$ cat src/rtl/phase_timer.sv
// Down-counting phase timer: loads a preset, decrements once per TICK_DIV enabled clocks and
// pulses expired for one cycle on reaching zero. Define PHASE_TIMER_BCD_EN for BCD count outputs.
module phase_timer #(
    parameter int WIDTH    = 6,
    parameter int TICK_DIV = 50000000,
    parameter int DIV_W    = 26
) (
    input  logic             clk,
    input  logic             rst_n,
    input  logic             load,
    input  logic [WIDTH-1:0] preset,
    input  logic             enable,
    output logic [WIDTH-1:0] count,
    output logic             busy,
`ifdef PHASE_TIMER_BCD_EN
    output logic             expired,
    output logic [3:0]       count_tens,
    output logic [3:0]       count_ones
`else
    output logic             expired
`endif
);

    typedef enum logic [1:0] {StIdle, StRun, StDone} state_e;

    localparam logic [DIV_W-1:0] TickLast = DIV_W'(TICK_DIV - 1);

    state_e           state_q, state_d;
    logic [WIDTH-1:0] count_q, count_d;
    logic [DIV_W-1:0] presc_q, presc_d;

    always_ff @(posedge clk) begin
        if (!rst_n) begin
            state_q <= StIdle;
            count_q <= '0;
            presc_q <= '0;
        end else begin
            state_q <= state_d;
            count_q <= count_d;
            presc_q <= presc_d;
        end
    end

    always_comb begin
        state_d = state_q;
        count_d = count_q;
        presc_d = presc_q;
        // A load is honoured in every state and always beats a pending tick.
        if (load) begin
            count_d = preset;
            presc_d = '0;
            state_d = (preset == '0) ? StDone : StRun;
        end else begin
            case (state_q)
                StRun: begin
                    if (enable) begin
                        if (presc_q == TickLast) begin
                            presc_d = '0;
                            if (count_q != '0) begin
                                count_d = count_q - WIDTH'(1);
                            end
                            if (count_q == WIDTH'(1)) begin
                                state_d = StDone;
                            end
                        end else begin
                            presc_d = presc_q + DIV_W'(1);
                        end
                    end
                end
                StDone:  state_d = StIdle;
                default: state_d = state_q;
            endcase
        end
    end

    assign count   = count_q;
    assign busy    = (state_q == StRun);
    assign expired = (state_q == StDone);

`ifdef PHASE_TIMER_BCD_EN
    logic [7:0] count8;
    assign count8     = 8'(count_q);
    assign count_tens = 4'(count8 / 8'd10);
    assign count_ones = 4'(count8 % 8'd10);
`endif

endmodule

$ cat config.mk
export PLATFORM = sky130hd
export DESIGN_NAME = phase_timer
export DESIGN_NICKNAME = d
export VERILOG_FILES = /design/src/rtl/phase_timer.sv
export SDC_FILE = /design/constraint.sdc
export NUM_CORES = 1
export LEC_CHECK = 0
export ABC_AREA = 1
export BUFFER_PORTS_ARGS = -buffer_cell sky130_fd_sc_hd__buf_4
export CORE_MARGIN = 2
export CORE_UTILIZATION = 24
export CTS_CLUSTER_SIZE = 30
export DETAILED_ROUTE_END_ITERATION = 8
export PLACE_DENSITY_LB_ADDON = 0.2
export SLEW_MARGIN = 25
export SYNTH_ARGS = -nofsm -noshare
export SYNTH_HDL_FRONTEND = slang
export SYNTH_SLANG_ARGS = --single-unit
$ cat constraint.sdc
create_clock -name clk -period 2 [get_ports clk]
set_input_delay 0.4 -clock clk [delete_from_list [all_inputs] [get_ports clk]]
set_output_delay 0.4 -clock clk [all_outputs]
set_load 0.05 [all_outputs]
==> results of run 1 <==
## metrics by stage
step | worst slack, ns | total power [mW] | cells
final | 0.1969 | 1.529 | 449
after global routing | 0.03847 | 1.618 | 449
after CTS | 0.1724 | 1.559 | 449
after detailed placement | 0.1790 | 0.9166 | 441
after global placement | 0.2505 | 0.9173 | 441
after floorplan | 0.3392 | 0.8551 | 318
## placed cells by master (no fill, tap or decap), drive strengths merged, types with 2 or more instances in the layout
cell    count
clkbuf      7
ha          3
inv        39
buf        21
nand3      29
xnor2       2
dfxtp      34
a21oi      13
nor3       11
nor2       66
xor2       10
o21ai       8
nand2      84
nand4       9
## sequential cells by signal (all words and copies together), names as in the netlist
register / flops
state_q: 2
count: 6
presc_q: 26
## cell usage after synthesis, drive strengths merged
| master | instances |
|---|---|
| a211oi | 1 |
| a21oi | 13 |
| a31oi | 1 |
| buf | 1 |
| clkbuf | 2 |
| clkinv | 1 |
| dfxtp | 34 |
| ha | 3 |
| inv | 39 |
| nand2 | 84 |
| nand3 | 29 |
| nand3b | 1 |
| nand4 | 9 |
| nor2 | 66 |
| nor3 | 11 |
| nor4 | 1 |
| o21ai | 8 |
| o21bai | 1 |
| or2 | 1 |
| xnor2 | 2 |
| xor2 | 10 |
## power by group through the flow
stage          logic, mW  clock network (mW)  registers (mW)
3_5_place_dp       0.196                   0           0.720
2_1_floorplan      0.108                   0           0.747
4_1_cts            0.197               0.657           0.704
5_1_grt            0.220               0.692           0.707
6_report           0.194               0.630           0.705
3_3_place_gp       0.197                   0           0.721
## cell type report
class	count	area, um2
inverters	40	151.4
flip-flops and latches	34	680.7
repair buffers	21	157.7
well taps	105	131.4
clock buffers	7	76.32
multi-input cells	241	1217
clock inverters	1	30.03
fillers	939	5813
## critical path, cell delays in order, from the launching register on
cell	delay, ns
dfxtp_1	0.37
ha_1	0.20
nand2_1	0.07
nor2_2	0.19
nand2_1	0.12
nor2_4	0.12
nand3_1	0.09
nand2_1	0.23
inv_2	0.15
o21ai_1	0.10
a21oi_1	0.05
## cell families (layout without fill, tap and decap cells)
family,Yosys count,count (layout),synth area share (%)
compound gates,24,24,6.122
simple gates,202,202,45.94
flops,34,34,32.97
xor+xnor,12,12,5.091
fa+ha+maj,3,3,1.818
buf+inv,43,69,8.061
## worst paths after layout
path                             startpoint          end  slack [ns]  depth (start not counted)
worst min register to register  presc_q[21]  presc_q[21]        0.48                          1
worst min-delay path                  rst_n   state_q[1]        0.37                          3
worst max-delay path             presc_q[0]  presc_q[21]        0.20                         10
worst max register to register   presc_q[0]  presc_q[21]        0.20                         10
## per-layer routing
layer	global-route usage, %	part of all wire [%]	up-vias
li1	-	-	1056
met1	15.79	50	854
met2	18.86	44	47
met3	2.529	4.8	5
met4	3.467	0.86	0
met5	0	0	-
==> impl_results.md, run 1 <==
- Status: completed
- Nets: 356
- NetSw: 0.4013 mW
- RSZ-0062 raised after global routing: false
- Mean post-synth cell area: 6.492 um2
- Drt first pass iters: 4
- P_int: 1.128 mW
- Initial core utilization: 25.00%
- Critical setup path kind: flop to flop
- Max_slew headroom: 81.42%
- Final Max Tran Viols: 0
- WP data arrival: 1.98 ns
- Post-synth top area cell: dfxtp_1
- CTS tree: done
- FP Rows: 33
- GR Overflow Total: 0
- Die ar.: 0.009360 mm2
- Worst skew pair latency: 0.28 ns
- Crit start category: flop
- Clk pwr share: 41.2%
- Finished Cell Area: 0.002445 mm2
- Max cap viols: 0
- VDD IR max: 0.2073 mV
- CTS resizes: 0
- Initial antenna violation count: 0
- Vias: 1962
- Hold Fails Final Rpt: 0
- Total track usage: 11.73%
- CTS sink count: 34
- Area grow syn2layout: 18.42%
- Routability Congestion: 0.8479
- DRC Markers: 0
- Layout cells sized above 1: 15.41%
- Syn Nets: 331
- Initial detailed-routing violation count: 57
- Req. time, crit path: 2.18 ns
- Synth top area share: 32.97%
- CP Max Fanout: 9
- DP Wirelength: 4007 um
- IO Count: 18
- Pwr Density: 625.6 mW/mm2
- FMAX: 0.5546 GHz
- CTS Root Cell: clkbuf_8
- Die Wd: 96.75 um
- Synth Register Bits: 34
- Top area cells in the synthesized netlist: dfxtp_1, nand2_1, nor2_1
- CTS Buffer Depth: 2
- Cell Area, Synth: 0.002064 mm2
- Largest net degree at the start of global routing: 14
- Distinct cells, synth: 30
- Number of global-route vias before repair: 1998
- Final min period: 1.803 ns
- Combinational Power Share: 12.7%
- First-pass GRT wire length: 9218 um
- CTS Buf Count: 5
- Final setup viols: 0
- Crit end category: flop
- DP Area: 0.002338 mm2
- Post-CTS Setup Inserts: 0
- Setup TNS: 0 ns
- Clock Skews: 0.007075 ns
- Final Util: 29.61%
- Cells after synthesis: 318
- Worst-Margin Slew: 0.2781 ns
- Final Routed Wirelength: 5101 um
- Seq/Total Area, Yosys: 32.97%
- Worst hold margin: 0.3695 ns
- Final period util: 90.16%
- Vias/cell: 4.370
- HP Class: input port to flop
- Port bufs: 17
- Chip Height: 96.75 um
- Clk slew on worst S/H paths: 0.07 ns
- Antenna Nets Post-Route: 0
- Routed WL per cell: 11.36 um
- CTS Hold Bufs: 0
- Static Leak: 1.012 nW
- Register share of total power: 46.1%
- Net switching fraction of the power: 26.24%
- ANT cells: 0
- Ys Warns: 0
- Htree depth: 2
- Placeable Area: 0.008258 mm2
(Power assumes the default switching activity.)
==> run 2, diff against run 1 <==
Settings changed: CORE_UTILIZATION 24 to 40.
==> run 2 against run 1 <==
- final area decreased by 3.0%
- hold slack improved by 0.0046 ns
- setup slack improved by 0.14 ns
- count of clock-buffer cells in the layout unchanged
- critical path depth unchanged
- non-clock buffer count decreased by 2
- sequential cell count unchanged
- die area decreased by 39%
- via count increased by 2.2%
- clock skew decreased by 0.0026 ns
==> impl_results.md, run 2 (synthesis results as in run 1) <==
- Status: completed
- Max_slew headroom: 70.93%
- Static Leak: 0.9989 nW
- Met3 global-route usage: 4.233%
- Worst-Margin Slew: 0.4355 ns
- Crit end category: flop
- P_int: 1.032 mW
- Antenna Nets Post-Route: 0
- Req. time, crit path: 2.17 ns
- Routed WL per cell: 11.56 um
- Final Routed Wirelength: 4763 um
- Port bufs: 17
- FP Rows: 26
- Hold Path Stages: 3
- RSZ-0062 raised after global routing: false
- Net switching fraction of the power: 28.06%
- CTS Buf Count: 5
- Hold Fails Final Rpt: 0
- GR Overflow Total: 0
- DRC Markers: 0
- CTS tree: done
- Most flop-heavy register: presc_q
- Busiest layer in global routing: met2
- Clk pwr share: 37.4%
- CTS Root Cell: clkbuf_8
- IO Count: 18
- Initial detailed-routing violation count: 158
- Htree depth: 2
- Met1 GRT Util: 24.16%
- Final min period: 1.667 ns
- CTS Buffer Depth: 2
- Initial antenna violation count: 0
- Post-CTS Setup Inserts: 0
- Crit start category: flop
- Max FFs per register: 26
- FMAX: 0.5997 GHz
- Layout cells sized above 1: 15.20%
- Nets: 354
- WP data arrival: 1.84 ns
- Number of global-route vias before repair: 1792
- Reg2reg setup slack: 0.33 ns
- Commonest cells after routing, fill and taps aside: nand2_1, nor2_1, dfxtp_1
- Drt first pass iters: 4
- Crit path top cell by count: nand2_1
- CTS Hold Bufs: 0
- End of the worst register-to-register path: presc_q[21]
- FF+latch area: 680.7 um2
- Chip Height: 75.84 um
- Final period util: 83.37%
- Total track usage: 18.28%
- Clk slew on worst S/H paths: 0.07 ns
- Pwr Density: 604.8 mW/mm2
- Tot Pwr: 1.434 mW
- Setup TNS: 0 ns
- Die Wd: 75.84 um
- Vias: 2005
- DP Wirelength: 3657 um
- Combinational Power Share: 13.5%
- Critical setup path kind: flop to flop
- Final Max Tran Viols: 0
- First-pass GRT wire length: 8086 um
- Worst skew pair latency: 0.29 ns
- Most common cell after layout, fill and taps aside: nand2_1
- Final setup viols: 0
- Routability Congestion: 0.8803
- Critical-path top delay cell: dfxtp_1
- R2R depth: 10
- CTS resizes: 0
- CP cell instances: ha_1 -> nand2_1 -> nor2_2 -> nand2_1 -> nor2_4 -> nand3_1 -> nand2_1 -> inv_2 -> o21ai_1 -> a21oi_1
- R2r startpoint: presc_q[0]
- CTS sink count: 34
- Clock Skews: 0.004438 ns
- WHS Endpoint: state_q[1]
- Area grow syn2layout: 14.85%
- VDD IR max: 0.3174 mV
- CP Max Fanout: 9
- Hold Startpoint: rst_n
- Die ar.: 0.005752 mm2
- Register share of total power: 49.2%
- Initial core utilization: 40.94%
- Max cap viols: 0
- Largest net degree at the start of global routing: 14
- Grt met2 use: 28.83%
- Vias/cell: 4.867
- Crit-path max cell delay: 0.37 ns
- Placeable Area: 0.005042 mm2
- Area of the multi-input gates: 0.001217 mm2
- ANT cells: 0
- Filler instances: 544
- HP Class: input port to flop
- NetSw: 0.4024 mW
[run 2: cell count changes in the layout (fill, tap and decap cells not counted), sizes merged]
cell,delta
bufinv,-1
clkinv,+1
buf,-2
[run 2: how the worst max path moves through the flow]
stage,endpoint,cells past startpoint,startpoint
6_report,presc_q[21],10,presc_q[0]
5_1_grt,presc_q[21],10,presc_q[0]
4_1_cts,presc_q[21],10,presc_q[0]
3_5_place_dp,presc_q[21],10,presc_q[0]
3_3_place_gp,presc_q[21],9,presc_q[21]
2_1_floorplan,count[0],7,count[0]
[run 2: through the flow]
step                util (%)  setup WS (ns)  area, um2  hold slack [ns]  cells
floorplan                  -         0.3392       2064           0.4466    318
global placement       45.21         0.3238       2280           0.4659    404
detailed placement     45.21         0.3482       2280           0.4835    404
CTS                    47.02         0.3279       2371           0.3604    412
global route           47.02         0.1763       2371           0.3803    412
finish                 47.02         0.3326       2371           0.3742    412
[run 2: per-layer routing]
metal,share of wire (%),up-vias
li1,-,1054
met4,2.3,0
met1,49,894
met3,3.8,11
met2,45,46
met5,0,-
[run 2: critical path: cells and delay by family, from the launching register on]
| family | cells | cell delay [ns] |
|---|---|---|
| AO/OA/AOI/OAI | 2 | 0.15 |
| flip-flops | 1 | 0.37 |
| buffers and inverters | 1 | 0.15 |
| AND/OR/NAND/NOR | 6 | 0.69 |
| adder cells (fa/ha/maj) | 1 | 0.19 |
[run 2: power by group through the flow]
stage | sequential, mW | combinational [mW] | clock (mW)
6_report | 0.705 | 0.193 | 0.536
4_1_cts | 0.705 | 0.194 | 0.552
2_1_floorplan | 0.747 | 0.108 | 0
3_5_place_dp | 0.720 | 0.194 | 0
5_1_grt | 0.707 | 0.214 | 0.586
3_3_place_gp | 0.721 | 0.194 | 0
[run 2: area by class of cell]
class | count | area share, %
Clock buffer | 7 | 3.641
Multi-Input combinational cell | 241 | 51.35
Timing Repair Buffer | 19 | 6.016
Sequential cell | 34 | 28.71
Inverter | 40 | 6.385
Clock inverter | 1 | 0.2111
Tap cell | 70 | 3.694
==> run 3, diff against run 2 <==
Clock period 2 ns to 1.52 ns, I/O delays scaled along.
==> run 3 against run 2 <==
- hold slack got worse by 0.094 ns
- sequential power up 32%
- largest power group unchanged
- final area increased by 14%
- wire length rose by 5.1%
- cell count increased by 6.8%
- sequential share of layout area shrank 3.3 points
- via count increased by 3.4%
- critical path type unchanged
- count of clock-buffer cells in the layout is the same
- core utilization increased by 6.8 points
- power up 29%
==> impl_results.md, run 3 (synthesis results as in run 1) <==
- Status: completed
- Port bufs: 17
- Htree depth: 2
- Hold Fails Final Rpt: 0
- CTS tree: done
- CTS Root Cell: clkbuf_8
- GR Overflow Total: 0
- RSZ-0062 raised after global routing: true
- CTS Buf Count: 5
- Worst skew pair latency: 0.28 ns
- Final Routed Wirelength: 5005 um
- Die Wd: 75.84 um
- CTS Buffer Depth: 2
- HP Class: input port to flop
- CP Max Fanout: 4
- Antenna Nets Post-Route: 0
- Drt first pass iters: 4
- Most flop-heavy register: presc_q
- Max FFs per register: 26
- Vias/cell: 4.714
- Crit start category: flop
- Initial core utilization: 40.94%
- Final period util: 98.08%
- Routability Congestion: 0.8298
- FF+latch area: 689.4 um2
- Final Util: 53.82%
- Routed WL per cell: 11.38 um
- Commonest cells after routing, fill and taps aside: nand2_1, nor2_1, buf_4
- Crit end category: flop
- Final min period: 1.491 ns
- Static Leak: 1.175 nW
- Pwr Density: 679.1 mW/mm2
- Chip Height: 75.84 um
- Critical-path top delay cell: dfxtp_2
- Crit path top cell by count: nor2_4
- Nets: 383
- FP Rows: 26
- Final Max Tran Viols: 0
- First-pass GRT wire length: 8148 um
- Worst-Margin Slew: 0.3064 ns
- DP Wirelength: 3757 um
- Clock Skews: 0.004043 ns
- VDD IR max: 0.4097 mV
- Initial antenna violation count: 0
- FMAX: 0.6708 GHz
- Clk slew on worst S/H paths: 0.07 ns
- Die ar.: 0.005752 mm2
- DRC Markers: 0
- ANT cells: 0
- CP cell instances: ha_4 -> nand2_2 -> nor2_4 -> buf_6 -> nand4_1 -> nor2_4 -> buf_4 -> xnor2_1 -> nor2_1
- Total track usage: 18.75%
- Area grow syn2layout: 31.45%
- Req. time, crit path: 1.70 ns
- Vias: 2074
- Layout cells sized above 1: 27.84%
- Most common cell after layout, fill and taps aside: nand2_1
- IO Count: 18
- CTS sink count: 34
- Max cap viols: 0
- Number of global-route vias before repair: 1786
- Crit-path max cell delay: 0.36 ns
- DP Area: 0.002475 mm2
- Critical setup path kind: flop to flop
- WP data arrival: 1.67 ns
- Max_slew headroom: 79.38%
- Placeable Area: 0.005042 mm2
- Final setup viols: 0
- Largest net degree at the start of global routing: 14
- Finished Cell Area: 0.002714 mm2
- Area of the multi-input gates: 0.001329 mm2
- Initial detailed-routing violation count: 92
- Filler instances: 494
-- run 3: cell count changes in the layout (fill, tap and decap cells not counted), sizes merged --
cell    previous run  this run
buf               19        48
clkinv             2         1
-- run 3: layer usage --
metal	vias up	wire (um)	track usage [%]
li1	1118	-	-
met1	924	2516	26.82
met2	27	2283	28.07
met3	5	145	3.968
met4	0	59	5.848
met5	-	0	0
-- run 3: final cells by class --
cell class / count / share of cell area [%]
Clock buffer: 7 / 2.812
Inverter: 40 / 5.901
Multi-Input combinational cell: 241 / 48.96
Sequential cell: 34 / 25.40
Tap cell: 70 / 3.227
Timing Repair Buffer: 48 / 13.69
-- run 3: stage by stage --
step | hold slack [ns] | setup TNS [ns] | power (mW) | std cells | worst slack, ns
floorplan | 0.4269 | -0.07195 | 1.131 | 318 | -0.01759
global placement | 0.4960 | -0.03568 | 1.217 | 427 | -0.02181
detailed placement | 0.5013 | -0.4078 | 1.217 | 427 | -0.06749
CTS | 0.2679 | 0 | 1.860 | 437 | 0.01251
global route | 0.2849 | -0.9039 | 1.934 | 440 | -0.05961
finish | 0.2798 | 0 | 1.843 | 440 | 0.02919
-- run 3: final timing paths --
kind | startpoint | end | slack, ns | cells past startpoint
setup reg to reg | presc_q[1] | presc_q[12] | 0.03 | 9
setup / recovery | presc_q[1] | presc_q[12] | 0.03 | 9
hold reg to reg | count[1] | count[1] | 0.51 | 2
hold / removal | rst_n | state_q[1] | 0.28 | 3
-- run 3: what timing repair did --
action,4_1_cts,5_1_grt
buffers inserted,3,3
hold buffers,0,0
gates resized for setup,10,22
endpoints found under the setup margin,25,30
pin swaps,7,12
-- run 3: power breakdown --
group / leakage [nW] / internal [mW] / total [mW] / switching [mW]
Clock: 0.0383 / 0.316 / 0.641 / 0.326
Combinational: 0.859 / 0.0963 / 0.272 / 0.176
Sequential: 0.278 / 0.909 / 0.929 / 0.0203
-- run 3: worst max-delay path, delay by kind of cell (launching register included) --
family	cells	cell delay [ns]
adder cells (fa/ha/maj)	1	0.15
flip-flops	1	0.36
XOR/XNOR	1	0.10
AND/OR/NAND/NOR	5	0.53
buffers and inverters	2	0.24
